==> config.mk <==
export PLATFORM = sky130hd
export DESIGN_NAME = ddr3_iod_dly_stepper
export DESIGN_NICKNAME = d
export VERILOG_FILES = /design/src/rtl/ddr3_iod_dly_stepper.sv
export SDC_FILE = /design/constraint.sdc
export NUM_CORES = 1
export LEC_CHECK = 0
export CAP_MARGIN = 25
export CORE_ASPECT_RATIO = 0.7
export CORE_MARGIN = 8
export CORE_UTILIZATION = 55
export DETAILED_ROUTE_END_ITERATION = 10
export PLACE_DENSITY = 0.88
export RECOVER_POWER = 100
export SETUP_SLACK_MARGIN = 0.1
export SLEW_MARGIN = 5
export SYNTH_ARGS = -nofsm -noshare
export SYNTH_HDL_FRONTEND = slang
export SYNTH_SLANG_ARGS = --single-unit
export TNS_END_PERCENT = 100
==> constraint.sdc <==
create_clock -name FAB_CLK -period 3.2 [get_ports FAB_CLK]
set_input_delay 0.64 -clock FAB_CLK [delete_from_list [all_inputs] [get_ports FAB_CLK]]
set_output_delay 0.64 -clock FAB_CLK [all_outputs]
set_load 0.05 [all_outputs]
==> src/rtl/ddr3_iod_dly_stepper.sv <==
// Tap stepper for one DDR3 address/command IOD delay line: accepts "go to tap N"
// requests, issues spaced LOAD/MOVE pulses and tracks the current tap count.
//
// state | meaning
// IDLE  | ready for a request
// LOAD  | one-cycle LOAD pulse, tap returns to INIT_TAP
// STEP  | one-cycle decision: finish, saturate, or move
// MOVE  | one-cycle MOVE pulse in the held direction
// GAP   | MOVE_GAP quiet cycles; out-of-range is checked after a MOVE
// DONE  | one-cycle completion pulse with ERR
module ddr3_iod_dly_stepper #(
  parameter int TAP_W    = 8,
  parameter int INIT_TAP = 1,
  parameter int MOVE_GAP = 3
) (
  input  logic             FAB_CLK,
  input  logic             ARST_N,
  input  logic             REQ_VALID,
  output logic             REQ_READY,
  input  logic [TAP_W-1:0] REQ_TARGET,
  input  logic             REQ_LOAD,
  input  logic             ABORT,
  output logic             DONE,
  output logic             ERR,
  output logic [TAP_W-1:0] CUR_TAP,
  output logic             DELAY_LINE_LOAD_0,
  output logic             DELAY_LINE_MOVE_0,
  output logic             DELAY_LINE_DIRECTION_0,
  input  logic             DELAY_LINE_OUT_OF_RANGE_0
);

  localparam int GW = (MOVE_GAP < 2) ? 1 : $clog2(MOVE_GAP + 1);
  localparam logic [GW-1:0]    GAP_INIT = GW'(MOVE_GAP - 1);
  localparam logic [TAP_W-1:0] TAP_INIT = TAP_W'(INIT_TAP);
  localparam logic [TAP_W-1:0] TAP_MAX  = {TAP_W{1'b1}};

  typedef enum logic [2:0] {
    S_IDLE = 3'd0,
    S_LOAD = 3'd1,
    S_STEP = 3'd2,
    S_MOVE = 3'd3,
    S_GAP  = 3'd4,
    S_DONE = 3'd5
  } state_t;

  state_t           state_q, state_d;
  logic [GW-1:0]    gap_q, gap_d;
  logic [TAP_W-1:0] tgt_q, tgt_d;
  logic [TAP_W-1:0] cur_tap_q, cur_tap_d;
  logic             after_move_q, after_move_d;
  logic             dir_q, dir_d;
  logic             err_q, err_d;
  logic             ready_q, ready_d;
  logic             done_q, done_d;
  logic             load_q, load_d;
  logic             move_q, move_d;

  always_comb begin
    state_d      = state_q;
    gap_d        = gap_q;
    tgt_d        = tgt_q;
    cur_tap_d    = cur_tap_q;
    after_move_d = after_move_q;
    dir_d        = dir_q;
    err_d        = 1'b0;
    case (state_q)
      S_IDLE: begin
        if (REQ_VALID) begin
          tgt_d = REQ_TARGET;
          if (REQ_LOAD) begin
            state_d = S_LOAD;
          end else begin
            state_d = S_STEP;
            // direction is presented during the STEP cycle that may use it
            if (REQ_TARGET > cur_tap_q)      dir_d = 1'b1;
            else if (REQ_TARGET < cur_tap_q) dir_d = 1'b0;
          end
        end
      end
      S_LOAD: begin
        cur_tap_d    = TAP_INIT;
        gap_d        = GAP_INIT;
        after_move_d = 1'b0;
        state_d      = S_GAP;
      end
      S_STEP: begin
        if (ABORT || (cur_tap_q == tgt_q)) begin
          state_d = S_DONE;
        end else if ((tgt_q > cur_tap_q) && (cur_tap_q == TAP_MAX)) begin
          state_d = S_DONE;
          err_d   = 1'b1;
        end else if ((tgt_q < cur_tap_q) && (cur_tap_q == '0)) begin
          state_d = S_DONE;
          err_d   = 1'b1;
        end else begin
          state_d = S_MOVE;
        end
      end
      S_MOVE: begin
        if (dir_q && (cur_tap_q != TAP_MAX))    cur_tap_d = cur_tap_q + TAP_W'(1);
        else if (!dir_q && (cur_tap_q != '0))   cur_tap_d = cur_tap_q - TAP_W'(1);
        gap_d        = GAP_INIT;
        after_move_d = 1'b1;
        state_d      = S_GAP;
      end
      S_GAP: begin
        if (after_move_q && DELAY_LINE_OUT_OF_RANGE_0) begin
          // the IOD refused the last move, so undo it in the tracked count
          cur_tap_d = dir_q ? (cur_tap_q - TAP_W'(1)) : (cur_tap_q + TAP_W'(1));
          state_d   = S_DONE;
          err_d     = 1'b1;
        end else if (gap_q == '0) begin
          state_d = S_STEP;
          if (tgt_q > cur_tap_q)      dir_d = 1'b1;
          else if (tgt_q < cur_tap_q) dir_d = 1'b0;
        end else begin
          gap_d = gap_q - GW'(1);
        end
      end
      S_DONE: begin
        state_d = S_IDLE;
      end
      default: begin
        state_d = S_IDLE;
      end
    endcase
    ready_d = (state_d == S_IDLE);
    done_d  = (state_d == S_DONE);
    load_d  = (state_d == S_LOAD);
    move_d  = (state_d == S_MOVE);
  end

  always_ff @(posedge FAB_CLK or negedge ARST_N) begin
    if (!ARST_N) begin
      state_q      <= S_IDLE;
      gap_q        <= '0;
      tgt_q        <= '0;
      cur_tap_q    <= TAP_INIT;
      after_move_q <= 1'b0;
      dir_q        <= 1'b0;
      err_q        <= 1'b0;
      ready_q      <= 1'b1;
      done_q       <= 1'b0;
      load_q       <= 1'b0;
      move_q       <= 1'b0;
    end else begin
      state_q      <= state_d;
      gap_q        <= gap_d;
      tgt_q        <= tgt_d;
      cur_tap_q    <= cur_tap_d;
      after_move_q <= after_move_d;
      dir_q        <= dir_d;
      err_q        <= err_d;
      ready_q      <= ready_d;
      done_q       <= done_d;
      load_q       <= load_d;
      move_q       <= move_d;
    end
  end

  assign REQ_READY              = ready_q;
  assign DONE                   = done_q;
  assign ERR                    = err_q;
  assign CUR_TAP                = cur_tap_q;
  assign DELAY_LINE_LOAD_0      = load_q;
  assign DELAY_LINE_MOVE_0      = move_q;
  assign DELAY_LINE_DIRECTION_0 = dir_q;

endmodule

=== Word level (Yosys, flattened, before mapping) ===
Cells that the tools add are included.

* Logic and storage cells: 89
* Input port bits: 14
* Flip-flop bits (word level): 28

* Reductions and logical operators: 21
* Mux-type cells: 31
* $add $sub $neg: 3
* Order comparisons: 4
* Eq/ne operators: 19

{| class="wikitable"
|+ Operators with widths
! cell !! count
|-
| 8-bit two-way mux || 4
|-
| 8-bit case mux with 3 select lines || 1
|-
| 3-bit two-way mux || 6
|-
| 8-bit greater-than comparator || 2
|-
| 8-bit < comparator || 2
|-
| 1-bit two-way mux || 12
|-
| 2-bit inequality test (second input constant) || 6
|-
| 3-bit case mux with 4 select lines || 1
|-
| 3-bit by 2-bit == test with 1-bit output (second input constant) || 3
|-
| 3-bit inequality test (second input constant) || 3
|-
| 8-bit by 1-bit adder with 8-bit output (second input constant) || 1
|-
| 8-bit == test || 1
|-
| 8-bit == test (second input constant) || 1
|-
| 8-bit zero test || 1
|-
| 8-bit inequality test (second input constant) || 1
|-
| 8-bit nonzero test || 1
|-
| 8-bit by 1-bit subtractor with 8-bit output (second input constant) || 1
|-
| 7-bit AND reduction || 1
|-
| 3-bit by 1-bit == test with 1-bit output (second input constant) || 2
|-
| 3-bit == test (second input constant) || 2
|-
| 3-bit zero test || 2
|-
| 2-bit two-way mux || 3
|-
| 1-bit case mux with 2 select lines || 3
|-
| 3-bit AND reduction || 2
|-
| 10 further kinds || 16
|}

=== Longest topological paths before layout ===
Gate-level depths: netlist of run 1.

* Word-level depth: 7
* Depth in mapped cells: 9
* Gate-level depth less buffers: 8

=== Least setup slack after synthesis of run 1 ===
No wires, ideal clock.

* Path type: flip-flop to flip-flop
* Start point: register cur_tap_q[1] (netlist: CUR_TAP[1])
* End point: register cur_tap_q[5] (netlist: CUR_TAP[5])
* Path slack: 652 ps
* Data arrival time: 2451 ps
* Data required time: 3103 ps
* Cell stages (with the launch flop): 10
* Setup time: 97 ps
* Period minus slack after synthesis: 2548 ps
* Path through: dfrtp_1 -> inv_1 -> ha_1 -> or3b_4 -> or2_1 -> or3_4 -> a21oi_4 -> buf_6 -> o21ai_1 -> o31ai_1

* Word-level cells in the longest chain between the ends: 4

{| class="wikitable"
|+ Ends and longest elaborated chain
! element !! RTL line !! RTL
|-
| start, declared || 49 || <nowiki>logic [TAP_W-1:0] cur_tap_q, cur_tap_d;</nowiki>
|-
| start signal, assigned || 150 || <nowiki>cur_tap_q <= cur_tap_d;</nowiki>
|-
| 8-bit by 1-bit adder with 8-bit output, or another cell as far along || 100, 109 ||
|-
| 8-bit two-way mux, or another cell as far along || 109 || <nowiki>cur_tap_d = dir_q ? (cur_tap_q - TAP_W'(1)) : (cur_tap_q + TAP_W'(1));</nowiki>
|-
| 8-bit two-way mux, or another cell as far along || 107 || <nowiki>if (after_move_q && DELAY_LINE_OUT_OF_RANGE_0) begin</nowiki>
|-
| 8-bit case mux with 3 select lines / 3-bit AND reduction (equally long branches) || - ||
|}

Parallel ways exist; a longest one is shown, timed or not. The select of a mux whose other input is x is not followed.
A chain may end at the register's enable or synchronous reset.

=== Worst setup path in the final report of run 1 ===
* Start point: register cur_tap_q[1] (netlist: CUR_TAP[1])
* End point: register cur_tap_q[2] (netlist: CUR_TAP[2])

The elaborated chain is that of the path after synthesis.

==> impl_metrics.yaml, run 1 <==
worst_setup_path:
  crit_fanout: 16
  critical_path.top_delay_family: "simple AND/OR/NAND/NOR gates"
  required_ns: 3.37
  rr_worst_depth: 8
  cp_num_cells: 8
  critPathLaunchType: "flip-flop"
  crit_buf_inv: 1
  arrival_ns: 2.87
  worstPathCellList: "inv_1 -> ha_1 -> or3b_1 -> or2_0 -> or3_1 -> a21oi_4 -> or3_2 -> o21ai_0"
  critical-path-slowest-cell: "dfrtp_1"
  criticalPathCategory: "reg -> reg"
  cpPeakStageDelay_ns: 0.44
  end_kind: "flip-flop"
floorplanning:
  num_rows: 18
  dieArea_mm2: 0.00584
  coreArea_mm2: 0.00349
  start_util_pct: 57.2
  ios: 28
  fp.dieH_um: 66.4
  die_x_um: 88.0
clock_tree:
  root_buffer: "clkbuf_8"
  clk_path_buf_depth: 2
  holdBufCountCts: 0
  cts_made_buffers: 3
  path_clk_slew_ns: 0.10
  cts_tree: "built"
  cts.sinks: 28
  htreeDepth: 1
  post_cts_buffers: 0
  clk_latency_ns: 0.28
  cts_resized: 0
sta:
  finClkSkew_ns: 0.00829
  setup_violations: 0
  max_freq_ghz: 0.370
  slew_violations: 29
  holdWs_ns: 0.489
  hold_violations: 0
  period_minus_slack_ns: 2.70
  tns_ns: 0
  fin_crit_sh_pct: 84.4
  max-slew-margin-rel_pct: -4.89
  fin_ws_ns: 0.498
  rsz0062_at_grt: "false"
  tightestPinTransition_ns: 1.57
drt:
  drc_errors: 0
  ant_nets: 0
  routed_via_density: 6.05
  routed_wl_um: 5000
  dr_total_vias: 1874
  firstDrtPassIters: 5
  drt_iter0_drc: 161
  wl_per_cell_um: 16.1
power_and_ir_drop:
  finalPower_mw: 1.99
  powerDensity_mw_per_mm2: 848
  p_leak_nw: 1.05
  ir_drop_mv: 0.415
job:
  drv_cap: 1
yosys:
  yosysWarnings: 0
  synthArstFlopShare_pct: 100
  yosys.area_share.simple_pct: 22.6
  syn_nets: 266
  synthMuxAreaShare_pct: 2.63
  ys_ff_latch: 28
  yosys.area_share.xor_xnor_pct: 0.439
  synth_ff_type: "dfrtp_1"
  synthTopCellsByArea: "dfrtp_1 33%, ha_1 12%, nand2_1 7.5%, a21oi_1 4.0%, o21ai_0 3.5%"
  synth_compound_area_share_pct: 20.9
  yosysTopAreaCellShare_pct: 32.6
  synth_fa_ha_area_share_pct: 11.9
  synth_top_family_by_area: "simple AND/OR/NAND/NOR gates"
  synth_area_mm2: 0.00200
  yosysSeqAreaShare_pct: 35.2
  synth_largest_area_cell: "dfrtp_1"
  ys_types: 56
  synth_edf_count: 0
  syn_avg_cell_area_um2: 8.57
  syn_inst: 233
cells_and_area:
  layout.nets: 294
  drive_above_1_share_pct: 7.69
  syn_to_final_growth_pct: 17.5
  nFillCells: 294
  stdcell_count: 310
  postLayoutCoreUtil_pct: 67.2
  design_area_mm2: 0.00234
  antenna_cells: 0
global_route:
  grt_max_degree: 29
  antenna_found_initial: 0
  grt_pass1_vias: 1739
  overflow: 0
  grt_pass1_wl_um: 8440
  track_usage_pct: 18.1
place:
  port_buffers: 27
  preCtsSetupSlack_ns: 0.585
  place_inst: 306
  dp_hpwl_um: 3710
  gp_congestion: 0.912
  place_area_mm2: 0.00230
outcome:
  violations: "max-capacitance violations, max-slew violations"
  status: "finished, violations left"
min_path:
  hold_path.class: "reg -> reg"
  holdPathStages: 2
layout by cell type (no fill, tap or decap), types with 2 or more instances in the layout:
cell             count
o21a_1               2
dlygate4sd3_1       17
o22a_1               2
o31a_1               2
clkdlybuf4s50_1     10
o21ai_0             15
and2_0               2
inv_1               18
o22ai_1              6
o211ai_1             2
o31ai_1              3
and2_1               2
ha_1                19
nand3_1              5
clkbuf_8             4
nor2_1              11
a21oi_1             16
dfrtp_1             26
nor4_1               2
nor3_1               9
dfstp_2              2
mux2i_1              3
or3_1                4
buf_4                3
nand2_1             40
a31oi_1              3
nor3b_1              2
a211oi_1             2
logic make-up after synthesis:
family                   after synthesis
XOR/XNOR                               1
multiplexers                           4
AND/OR/NAND/NOR                       91
AO/OA/AOI/OAI                         64
adder cells (fa/ha/maj)               19
buffers and inverters                 26
flip-flops                            28
synthesized netlist by cell type (all sizes together) (4+ instances only):
cell type	number
mux2i	4
o22ai	6
a21oi	18
inv	18
nor3	9
buf	5
dfrtp	26
ha	19
o21ai	16
or3	5
and2	4
nand2	40
nand3	5
nor2	11
worst min-delay path: cells and delay by family, from the launching register on:
family / cells / cell delay, ns
DFF: 1 / 0.36
and+or+nand+nor: 2 / 0.11
per-layer routing:
metal	vias up	global-route usage [%]	share of wire, %
met3	2	3.60	8.1
met5	-	0	0
li1	888	-	-
met1	886	25.6	47
met4	0	2.99	0.26
met2	98	28.0	45
layout make-up:
class                   instances  area, um^2  area share, %
inverters                      18        67.6           2.88
multi-input cells             179        1160           49.5
clock buffers                   4        55.1           2.35
flip-flops and latches         28         703           30.0
well taps                      50        62.6           2.67
repair buffers                 31         297           12.6
registers in the layout, summed over array words and instances, names as in the netlist:
signal	flops
DONE	1
after_move_q	1
ERR	1
DELAY_LINE_DIRECTION_0	1
CUR_TAP	8
DELAY_LINE_LOAD_0	1
gap_q	2
REQ_READY	1
DELAY_LINE_MOVE_0	1
state_q	3
tgt_q	8
power breakdown:
part           switching (mW)  leakage (nW)  total [mW]  internal [mW]
Clock                   0.116        0.0288       0.226          0.110
Combinational           0.722         0.670        1.13          0.413
Sequential              0.141         0.355       0.627          0.485
path summary, 6_finish.rpt:
path,start,to,slack [ns]
hold reg to reg,tgt_q[5],tgt_q[5],0.49
hold / removal,tgt_q[5],tgt_q[5],0.49
setup reg to reg,CUR_TAP[1],CUR_TAP[2],0.50
min in group asynchronous,ARST_N,DELAY_LINE_MOVE_0,1.27
setup / recovery,CUR_TAP[1],CUR_TAP[2],0.50
max in group asynchronous,ARST_N,DELAY_LINE_LOAD_0,1.01
Note: power is estimated with default switching activity, not from simulation.
==> inputs of run 2 (changes only) <==
- CORE_UTILIZATION: 55 -> 49
- PLACE_DENSITY: 0.88 -> 0.84
- clock period: 3.2 -> 2.27 ns (I/O delays scaled with it)
==> impl_metrics.yaml, run 2 (synthesis results as in run 1) <==
clock_tree:
  root_buffer: "clkbuf_8"
  clk_path_buf_depth: 2
  htreeDepth: 1
  path_clk_slew_ns: 0.10
  cts_made_buffers: 3
  cts_tree: "built"
  cts.sinks: 28
  clk_latency_ns: 0.29
  holdBufCountCts: 0
place:
  place_area_mm2: 0.00247
  gp_congestion: 1.00
  port_buffers: 27
  dp_hpwl_um: 4170
worst_setup_path:
  cpPeakStageDelay_ns: 0.44
  crit_fanout: 5
  required_ns: 2.48
  criticalPathCategory: "reg -> reg"
  worstPathCellList: "inv_4 -> ha_4 -> or3b_4 -> or2_4 -> or3_4 -> a21oi_4 -> buf_6 -> a211oi_2 -> a21oi_1"
  arrival_ns: 2.47
  critPathLaunchType: "flip-flop"
  critical-path-slowest-cell: "dfrtp_2"
  end_kind: "flip-flop"
drt:
  drt_iter0_drc: 217
  routed_wl_um: 5740
  routed_via_density: 6.02
  wl_per_cell_um: 17.0
  firstDrtPassIters: 6
  ant_nets: 0
  drc_errors: 0
  dr_total_vias: 2035
cells_and_area:
  design_area_mm2: 0.00261
  syn_to_final_growth_pct: 30.5
  final_common_cell: "nand2_1"
  antenna_cells: 0
  final_cell_mix: "40 x nand2_1, 22 x buf_4, 21 x dfrtp_1, 17 x ha_1"
  drive_above_1_share_pct: 22.7
  nFillCells: 340
  layout.nets: 320
sta:
  tightestPinTransition_ns: 0.714
  slew_violations: 0
  max-slew-margin-rel_pct: 52.4
  hold_violations: 0
  rsz0062_at_grt: "true"
  period_minus_slack_ns: 2.26
  finClkSkew_ns: 0.00746
  setup_violations: 0
  fin_crit_sh_pct: 99.7
  max_freq_ghz: 0.442
global_route:
  overflow: 0
  grt_pass1_vias: 1883
  grt_max_degree: 29
  grt_pass1_wl_um: 9240
  track_usage_pct: 17.5
  antenna_found_initial: 0
power_and_ir_drop:
  power.share.clock_pct: 10.3
  p_leak_nw: 1.16
  sequentialPowerShare_pct: 26.4
  ir_drop_mv: 0.674
  switching_share_pct: 48.5
  p_sw_mw: 1.54
  finalPower_mw: 3.17
  p_comb_share_pct: 63.3
  p_int_mw: 1.63
  powerDensity_mw_per_mm2: 1220
floorplanning:
  start_util_pct: 50.9
  die_x_um: 92.3
  num_rows: 19
  coreArea_mm2: 0.00392
  fp.dieH_um: 69.4
  dieArea_mm2: 0.00640
  ios: 28
min_path:
  hold_path.class: "reg -> reg"
job:
  drv_cap: 0
outcome:
  status: "complete, no violations"
-- run 2: changes by cell type in the layout (fill, tap and decap cells not counted), moves of 3 or more --
cell	previous run	this run
clkbuf_1	1	5
o21ai_2	0	4
dfrtp_1	26	21
buf_6	0	3
o21ai_0	15	9
buf_4	3	22
dlygate4sd3_1	17	12
dfrtp_2	0	5
-- run 2: metrics by stage --
step	instances	setup TNS, ns	hold slack, ns	util, %	setup slack, ns
2_1_floorplan	233	-0.138	0.158	-	-0.0604
3_3_place_gp	327	0	0.466	63.0	0.0634
3_5_place_dp	327	0	0.474	63.0	0.00585
4_1_cts	334	0	0.498	65.2	0.0739
5_1_grt	338	-0.0655	0.516	66.4	-0.0388
6_report	338	0	0.496	66.4	0.00766
-- run 2: worst paths after layout --
path	startpoint	endpoint	slack (ns)	cells past startpoint
max reg2reg	CUR_TAP[1]	CUR_TAP[0]	0.008	9
min in group asynchronous	ARST_N	CUR_TAP[5]	0.74	2
max	CUR_TAP[1]	CUR_TAP[0]	0.008	9
max in group asynchronous	ARST_N	CUR_TAP[1]	1.02	2
min reg2reg	tgt_q[1]	tgt_q[1]	0.50	2
min	tgt_q[1]	tgt_q[1]	0.50	2
-- run 2: timing repair --
action                                 in CTS  in global routing
cloned                                      1                  1
buffers inserted                            2                  3
gates resized for setup                     5                 21
pin swaps                                   1                  3
endpoints found under the hold margin       0                  0
setup endpoints to repair                   9                 16
-- run 2: metal layers --
metal  vias to the layer above  wire (um)  track usage [%]
met5                         -          0                0
met4                         0         91             3.74
met3                        19        435             4.00
met2                       101       2620             27.5
met1                       972       2600             23.7
li1                        943          -                -
-- run 2: cell type report --
type                       count  area [um^2]  area share [%]
clock buffer                   4         55.1            2.11
multi-input combinational    179         1230            47.3
inverter                      18         72.6            2.79
sequential                    28          709            27.2
timing repair buffer          57          472            18.1
tap                           52         65.1            2.50
-- run 2: worst max-delay path, delay by kind of cell (launching register included) --
family	cells	cell delay, ns
compound gates	3	0.44
simple gates	3	0.97
fa+ha+maj	1	0.11
buf+inv	2	0.23
flops	1	0.44
-- run 2: power groups by stage --
stage | Sequential, mW | Clock, mW | Combinational [mW]
floorplan | 1.05 | 0 | 1.05
global placement | 0.828 | 0 | 1.81
detailed placement | 0.839 | 0 | 1.86
CTS | 0.829 | 0.327 | 1.92
global route | 0.853 | 0.353 | 2.16
finish | 0.836 | 0.326 | 2.01
